**config.mk**
```make
export PLATFORM = sky130hd
export DESIGN_NAME = sz_block_framer
export DESIGN_NICKNAME = d
export VERILOG_FILES = /design/src/rtl/sz_block_framer.sv
export SDC_FILE = /design/constraint.sdc
export NUM_CORES = 1
export LEC_CHECK = 0
export CAP_MARGIN = 20
export CORE_ASPECT_RATIO = 1.2
export CORE_MARGIN = 5
export CORE_UTILIZATION = 40
export CTS_CLUSTER_DIAMETER = 120
export CTS_CLUSTER_SIZE = 8
export DETAILED_ROUTE_END_ITERATION = 12
export HOLD_SLACK_MARGIN = 0.1
export PLACE_DENSITY = 0.7
export SYNTH_ARGS = -nofsm -noshare
export SYNTH_HDL_FRONTEND = slang
export SYNTH_SLANG_ARGS = --single-unit
```
**constraint.sdc**
```tcl
create_clock -name clk -period 3.8 [get_ports clk]
set_input_delay 0.57 -clock clk [delete_from_list [all_inputs] [get_ports clk]]
set_output_delay 0.57 -clock clk [all_outputs]
set_load 0.005 [all_outputs]
```
**src/rtl/sz_block_framer.sv**
```systemverilog
// sz_block_framer
// ---------------------------------------------------------------------------
// Pops 64-bit words from the SZ ping-pong merger's FWFT output and groups them
// into blocks of BLOCK_WORDS data words. Each block is closed by a trailer
// word {8'hA5, seq[7:0], count[15:0], chk[31:0]} flagged with out_last=1.
// A flush pulse closes the current partial block once the input runs dry;
// a flush with no partial block emits nothing and just retires.
//
// Optional feature macro: SZ_FRAMER_CHECKSUM_EN
//   defined   : chk folds every data word (chk ^= w[63:32] ^ w[31:0])
//   undefined : no checksum logic, trailer [31:0] = 32'h0
//
// Parameters:
//   BLOCK_WORDS  data words per full block (1..65535)
// Ports:
//   clk, rst            clock, asynchronous active-high reset
//   in_data/in_valid    merger FWFT word and presence flag
//   in_read             pop strobe (combinational), word consumed on the edge
//   flush / flush_done  close-partial-block request / one-cycle retire pulse
//   out_data/valid/last registered output stream word, last = trailer
//   out_ready           consumer accept
//   blocks_sent         trailers accepted by the consumer (wraps)
//   busy                block in progress, trailer pending, output or flush pending
// ---------------------------------------------------------------------------
module sz_block_framer #(
    parameter int BLOCK_WORDS = 256
) (
    input  logic        clk,
    input  logic        rst,
    input  logic [63:0] in_data,
    input  logic        in_valid,
    output logic        in_read,
    input  logic        flush,
    output logic        flush_done,
    output logic [63:0] out_data,
    output logic        out_valid,
    output logic        out_last,
    input  logic        out_ready,
    output logic [15:0] blocks_sent,
    output logic        busy
);

    typedef enum logic [0:0] {
        ST_DATA    = 1'b0,
        ST_TRAILER = 1'b1
    } state_t;

    localparam logic [15:0] BLOCK_WORDS_C = BLOCK_WORDS[15:0];

    state_t      state_q, state_d;
    logic [15:0] count_q, count_d;
    logic [7:0]  seq_q, seq_d;
    logic        flush_pending_q, flush_pending_d;
    logic        flush_done_q, flush_done_d;
    logic [63:0] out_data_q, out_data_d;
    logic        out_valid_q, out_valid_d;
    logic        out_last_q, out_last_d;
    logic [15:0] blocks_sent_q, blocks_sent_d;
    logic        in_read_s;
    logic        slot_free_s;
    logic [31:0] chk_s;

`ifdef SZ_FRAMER_CHECKSUM_EN
    logic [31:0] chk_q, chk_d;
    assign chk_s = chk_q;
`else
    assign chk_s = 32'h0;
`endif

    // The output register can take a new word when empty or being drained.
    assign slot_free_s = ~out_valid_q | out_ready;

    // Framing FSM: next state, block bookkeeping and output register load.
    always_comb begin
        state_d         = state_q;
        count_d         = count_q;
        seq_d           = seq_q;
        flush_pending_d = flush_pending_q;
        flush_done_d    = 1'b0;
        out_data_d      = out_data_q;
        out_last_d      = out_last_q;
        in_read_s       = 1'b0;
`ifdef SZ_FRAMER_CHECKSUM_EN
        chk_d           = chk_q;
`endif
        // A handshaken word leaves the register unless reloaded below.
        if (out_valid_q && out_ready) begin
            out_valid_d = 1'b0;
        end else begin
            out_valid_d = out_valid_q;
        end

        case (state_q)
            ST_DATA: begin
                if (in_valid && slot_free_s) begin
                    in_read_s   = 1'b1;
                    out_data_d  = in_data;
                    out_valid_d = 1'b1;
                    out_last_d  = 1'b0;
                    count_d     = count_q + 16'd1;
`ifdef SZ_FRAMER_CHECKSUM_EN
                    chk_d       = chk_q ^ in_data[63:32] ^ in_data[31:0];
`endif
                    if ((count_q + 16'd1) == BLOCK_WORDS_C) begin
                        state_d = ST_TRAILER;
                    end else begin
                        state_d = ST_DATA;
                    end
                end else if (flush_pending_q && !in_valid) begin
                    // Input is dry: close the partial block, or retire an
                    // empty flush without emitting an empty block.
                    if (count_q != 16'd0) begin
                        state_d = ST_TRAILER;
                    end else begin
                        flush_pending_d = 1'b0;
                        flush_done_d    = 1'b1;
                    end
                end else begin
                    state_d = ST_DATA;
                end
            end
            ST_TRAILER: begin
                if (slot_free_s) begin
                    out_data_d  = {8'hA5, seq_q, count_q, chk_s};
                    out_valid_d = 1'b1;
                    out_last_d  = 1'b1;
                    count_d     = 16'd0;
                    seq_d       = seq_q + 8'd1;
`ifdef SZ_FRAMER_CHECKSUM_EN
                    chk_d       = 32'h0;
`endif
                    // Any trailer, natural or flushed, retires a pending flush.
                    if (flush_pending_q) begin
                        flush_pending_d = 1'b0;
                        flush_done_d    = 1'b1;
                    end else begin
                        flush_pending_d = flush_pending_q;
                    end
                    state_d = ST_DATA;
                end else begin
                    state_d = ST_TRAILER;
                end
            end
            default: begin
                state_d = ST_DATA;
            end
        endcase

        // New requests merge into an outstanding one.
        flush_pending_d = flush_pending_d | flush;
    end

    // Trailer handshake counter.
    always_comb begin
        if (out_valid_q && out_ready && out_last_q) begin
            blocks_sent_d = blocks_sent_q + 16'd1;
        end else begin
            blocks_sent_d = blocks_sent_q;
        end
    end

    // State and datapath registers with asynchronous reset.
    always_ff @(posedge clk or posedge rst) begin
        if (rst) begin
            state_q         <= ST_DATA;
            count_q         <= 16'd0;
            seq_q           <= 8'd0;
            flush_pending_q <= 1'b0;
            flush_done_q    <= 1'b0;
            out_data_q      <= 64'd0;
            out_valid_q     <= 1'b0;
            out_last_q      <= 1'b0;
            blocks_sent_q   <= 16'd0;
`ifdef SZ_FRAMER_CHECKSUM_EN
            chk_q           <= 32'h0;
`endif
        end else begin
            state_q         <= state_d;
            count_q         <= count_d;
            seq_q           <= seq_d;
            flush_pending_q <= flush_pending_d;
            flush_done_q    <= flush_done_d;
            out_data_q      <= out_data_d;
            out_valid_q     <= out_valid_d;
            out_last_q      <= out_last_d;
            blocks_sent_q   <= blocks_sent_d;
`ifdef SZ_FRAMER_CHECKSUM_EN
            chk_q           <= chk_d;
`endif
        end
    end

    assign in_read     = in_read_s;
    assign flush_done  = flush_done_q;
    assign out_data    = out_data_q;
    assign out_valid   = out_valid_q;
    assign out_last    = out_last_q;
    assign blocks_sent = blocks_sent_q;
    assign busy        = (count_q != 16'd0) | (state_q == ST_TRAILER) |
                         out_valid_q | flush_pending_q;

endmodule

```
==> run_results.csv, run 1 <==
group,metric,value,unit
status,status,"completed",
sta,worst_slew_pin_slew,0.802,ns
hold_path,whs_path_depth,1,
die,die_x,111,um
final_layout,drive_above_1_share,6.17,%
clocking,insertion_delay,0.34,ns
yosys,yosysUniqueCellTypes,47,
hold_path,min_path_type,"reg2reg",
final_layout,layout_common_cells,"clkdlybuf4s50_1, dfrtp_1, nand2_1",
sta,hold_violations,0,
clocking,cts-resized-gates,0,
hold_path,hp-start,"blocks_sent[15]",
power_and_ir_drop,p_switching,1.22,mW
power_and_ir_drop,p_leak,2.96,nW
sta,max_freq,328,MHz
die,fp.dieH,131,um
clocking,post_cts_buffers,0,
power_and_ir_drop,combPwrFrac,33.7,%
grt,grt_pass1_vias,3951,
grt,grtUsageTotal,16.3,%
setup_path,cp-end-kind,"output pin",
detailed_routing,routed_wl,12000,um
sta,drv_slew,0,
grt,antenna_found_initial,0,
yosys,synth_area,4920,um2
placement,port_buffers,153,
clocking,clock-sinks,109,
detailed_routing,dr_total_vias,3921,
grt,overflow,0,
yosys,synth_edf_count,0,
clocking,root_buffer,"clkbuf_16",
yosys,synthArstFlopShare,100,%
power_and_ir_drop,swShare,29.6,%
yosys,synthCells,457,
clocking,cts_tree,"built",
power_and_ir_drop,p_int,2.91,mW
final_layout,diodes,0,
setup_path,path_class,"reg2out",
clocking,cts_hold_buf,0,
power_and_ir_drop,p_seq_share,42.6,%
setup_path,cp.required,3.23,ns
die,ios,154,
sta,finalSetupViolations,0,
sta,skew,0.00748,ns
yosys,synthFlopType,"dfrtp_1",
clocking,cts_buffer_depth,2,
detailed_routing,drtPass1Iterations,6,
setup_path,r2r_start,"out_valid",
die,start_util,40.8,%
placement,place.gp.congestion,0.777,
sta,slew_headroom,46.3,%
yosys,ys_seq_area_share,55.4,%
clocking,clk_pin_slew_worst_paths,0.07,ns
detailed_routing,drt-vias-per-instance,5.15,
grt,grt_pass1_wl,19700,um
sta,hold-worst-slack,0.462,ns
setup_path,startpoint_type,"register",
final_layout,area_growth,40.6,%
yosys,avgSynthCellArea,10.8,um2
yosys,ys.warnings.count,0,
sta,fin_crit,3.05,ns
job,drv_cap,0,
detailed_routing,drt_iter0_drc,179,
setup_path,critPathMaxFanout,8,
final_layout,final_common_cell,"clkdlybuf4s50_1",
sta,tns,0,ns
detailed_routing,route.detailed.drc,0,
detailed_routing,wire_per_inst,15.8,um
placement,placed_cells,746,
setup_path,crit_arrival,2.48,ns
sta,finalCritPeriodShare,80.2,%
yosys,ys_seq_elements,109,
power_and_ir_drop,clock_power_share,23.7,%
detailed_routing,ant_nets,0,
sta,rsz0062_at_grt,"false",
final_layout,final_util,57.4,%
yosys,synth_nets,531,
final_layout,fillers,1010,
setup_path,r2r_slack,1.42,ns
final_layout,multi_input_area,2030,um2
final_layout,finalNetCount,670,
die,rows,44,
die,core,12100,um2
setup_path,reg2reg_depth,9,
power_and_ir_drop,vdd_drop_max,0.255,mV
hold_path,holdPathEnd,"blocks_sent[15]",
placement,detailed_place_hpwl,8680,um
power_and_ir_drop,power_density,598,nW/um2
clocking,h-tree-depth,3,
clocking,numCtsBuffers,9,
die,dieArea,14600,um2
grt,grt_max_degree,110,
setup_path,r2r-end,"state_q",
final_layout,seq_area,2730,um2
final_layout,final_cells,761,
-- power by group through the flow --
stage / Combinational (mW) / Clock, mW / Sequential, mW
6_report: 1.39 / 0.979 / 1.76
5_1_grt: 1.52 / 1.05 / 1.82
4_1_cts: 1.42 / 1.01 / 1.77
3_5_place_dp: 1.41 / 0 / 1.78
3_3_place_gp: 1.38 / 0 / 1.78
2_1_floorplan: 0.588 / 0 / 1.74
-- through the flow --
stage	setup slack, ns	total power, mW	cell area (um2)
CTS	0.737	4.20	6920
global placement	0.796	3.16	6600
floorplan	0.356	2.33	4920
finish	0.752	4.14	6920
detailed placement	0.729	3.19	6600
global route	0.655	4.38	6920
-- per-layer routing --
layer | global-route usage, % | vias up | share of wire (%)
li1 | - | 1902 | -
met1 | 20.7 | 1881 | 44
met2 | 26.6 | 123 | 48
met3 | 3.77 | 15 | 6.0
met4 | 7.03 | 0 | 2.1
met5 | 0 | - | 0
-- synth_stat cells, types with 3 or more instances --
cell,instances,area [um2]
a21oi_1,10,50.1
a31oi_1,3,18.8
dfrtp_1,109,2730
ha_1,5,62.6
buf_2,6,30.0
and3_1,7,43.8
nor2_1,22,82.6
o21ai_0,42,210
nor3_1,4,20.0
nand3_1,17,85.1
inv_1,9,33.8
xnor2_1,21,184
buf_1,5,18.8
mux2i_1,24,240
a22o_1,38,333
nand4_1,6,37.5
nor4_1,5,31.3
nand2_1,51,191
xor2_1,11,96.3
clkbuf_1,21,78.8
o31ai_1,4,30.0
o22ai_1,7,43.8
-- state kept, by name, indices dropped and copies added, names as in the netlist --
register         count
count_q             16
out_last             1
blocks_sent         16
seq_q                8
out_data            64
state_q              1
out_valid            1
flush_done           1
flush_pending_q      1
-- worst max path at each step --
stage	cells after the start	slack, ns	from	end
floorplan	1	0.36	rst	blocks_sent[0]
global placement	10	0.80	out_ready	state_q
detailed placement	10	0.73	out_ready	state_q
CTS	6	0.74	count_q[1]	busy
global route	6	0.65	count_q[0]	busy
finish	6	0.75	count_q[1]	busy
-- cell type report --
type                       count  share of cell area (%)
sequential                   109                    39.4
inverter                      11                   0.633
tap                          161                    2.91
clock inverter                 6                    1.25
multi-input combinational    304                    29.3
clock buffer                   9                    3.26
timing repair buffer         161                    23.2
-- cell families (layout without fill, tap and decap cells) --
family | Yosys count | count (layout) | synth area share (%)
AOI/OAI and AO/OA | 112 | 112 | 15.3
xor gates and xnor gates | 32 | 32 | 5.70
adders and majority gates | 5 | 5 | 1.27
buffers and inverters | 44 | 187 | 3.59
DFF | 109 | 109 | 55.4
muxes | 26 | 26 | 5.34
and+or+nand+nor | 129 | 129 | 13.4
-- worst max-delay path, stage by stage (launching register included) --
cell	delay (ns)
dfrtp_1	0.51
inv_1	0.10
ha_1	0.14
nor4b_1	0.29
nand4_1	0.27
or3_1	0.36
clkdlybuf4s50_1	0.47
(Power assumes the default switching activity.)
==> run 2, diff against run 1 <==
clock period = 3 ns   (was 3.8 ns; I/O delays follow)
==> run_results.csv, run 2 (synthesized netlist as in run 1, its figures left out) <==
group,metric,value,unit
die,start_util,40.8,%
sta,tns,0,ns
detailed_routing,route.detailed.drc,0,
hold_path,min_path_type,"reg2reg",
setup_path,crit_cells,6,
final_layout,area_growth,42.5,%
final_layout,drive_above_1_share,7.10,%
grt,grtUsageTotal,16.8,%
setup_path,crit_arrival,2.32,ns
detailed_routing,wire_per_inst,15.7,um
detailed_routing,routed_wl,12100,um
power_and_ir_drop,p_leak,3.01,nW
sta,rsz0062_at_grt,"false",
grt,grt_pass1_wl,20500,um
detailed_routing,ant_nets,0,
final_layout,diodes,0,
clocking,post_cts_buffers,0,
setup_path,r2r-end,"state_q",
final_layout,final_common_cell,"clkdlybuf4s50_1",
setup_path,r2r_slack,0.66,ns
power_and_ir_drop,vdd_drop_max,0.359,mV
placement,placed_cells,751,
power_and_ir_drop,totalPowerFinal,5.37,mW
status,status,"completed",
die,die_x,111,um
setup_path,path_cells,"inv_1 > ha_1 > nor4b_1 > nand4_1 > or3_1 > clkdlybuf4s50_1",
grt,overflow,0,
final_layout,final_cells,767,
setup_path,crit_path_max_incr_delay,0.49,ns
sta,hold_violations,0,
detailed_routing,drtPass1Iterations,4,
clocking,cts_hold_buf,0,
job,drv_cap,0,
grt,grt_max_degree,42,
die,core,12100,um2
clocking,clk_pin_slew_worst_paths,0.07,ns
power_and_ir_drop,power_density,767,nW/um2
detailed_routing,drt-vias-per-instance,5.16,
setup_path,crit_family,"simple AND/OR/NAND/NOR gates",
clocking,cts_buffer_depth,2,
grt,antenna_found_initial,0,
die,rows,44,
clocking,h-tree-depth,3,
final_layout,largest_register_ffs,64,
clocking,root_buffer,"clkbuf_16",
die,ios,154,
setup_path,cp-startpoint,"count_q[0]",
setup_path,cp.required,2.55,ns
sta,finalSetupViolations,0,
setup_path,reg2reg_depth,6,
detailed_routing,dr_total_vias,3956,
final_layout,layout_common_cells,"clkdlybuf4s50_1, dfrtp_1, nand2_1",
sta,finalCritPeriodShare,92.2,%
setup_path,startpoint_type,"register",
clocking,cts-resized-gates,0,
clocking,numCtsBuffers,9,
setup_path,critPathMaxFanout,9,
sta,skew,0.0101,ns
die,fp.dieH,131,um
placement,place.gp.congestion,0.869,
clocking,insertion_delay,0.34,ns
hold_path,whs_path_depth,1,
placement,detailed_place_hpwl,9150,um
placement,port_buffers,153,
final_layout,finalNetCount,675,
sta,slew_headroom,31.7,%
setup_path,path_class,"reg2out",
setup_path,r2r_start,"count_q[0]",
grt,grt_pass1_vias,4124,
sta,max_freq,361,MHz
sta,fin_crit,2.77,ns
sta,worst_slew_pin_slew,1.02,ns
die,dieArea,14600,um2
clocking,cts_tree,"built",
setup_path,slowest_stage,"dfrtp_1",
setup_path,crit_buf_inv,2,
detailed_routing,drt_iter0_drc,135,
sta,drv_slew,0,
clocking,clock-sinks,109,
setup_path,crit_end,"busy",
setup_path,cp-end-kind,"output pin",
## run 2: power by group
group | switching [mW] | internal [mW] | total [mW]
clock network | 0.527 | 0.846 | 1.37
logic | 0.678 | 1.08 | 1.76
registers | 0.351 | 1.89 | 2.24
total | 1.56 | 3.82 | 5.37
## run 2: worst min-delay path by stage
stage,startpoint,endpoint
finish,blocks_sent[15],blocks_sent[15]
global route,out_data[48],out_data[48]
CTS,out_data[50],out_data[50]
detailed placement,out_data[53],out_data[53]
global placement,blocks_sent[15],blocks_sent[15]
floorplan,seq_q[7],seq_q[7]
## run 2: cell type report
type,instances,area (um2)
fillers,1003,5050
flip-flops and latches,109,2730
multi-input cells,304,2030
repair buffers,166,1650
clock buffers,10,239
well taps,161,201
clock inverters,6,116
inverters,11,45.0
## run 2: routing by layer
metal / part of all wire, % / vias up / GRT usage [%]
met1: 43 / 1904 / 21.3
li1: - / 1913 / -
met2: 49 / 131 / 28.0
met5: 0 / - / 0
met4: 1.2 / 0 / 4.67
met3: 6.7 / 8 / 4.83
## run 2: stage by stage
stage | cell area (um2) | util [%] | hold WS, ns | setup slack (ns)
floorplan | 4920 | - | 0.445 | 0.879
global placement | 6660 | 55.2 | 0.458 | 0.480
detailed placement | 6660 | 55.2 | 0.470 | 0.497
CTS | 7010 | 58.1 | 0.487 | 0.190
global route | 7010 | 58.1 | 0.510 | 0.133
finish | 7010 | 58.1 | 0.479 | 0.233
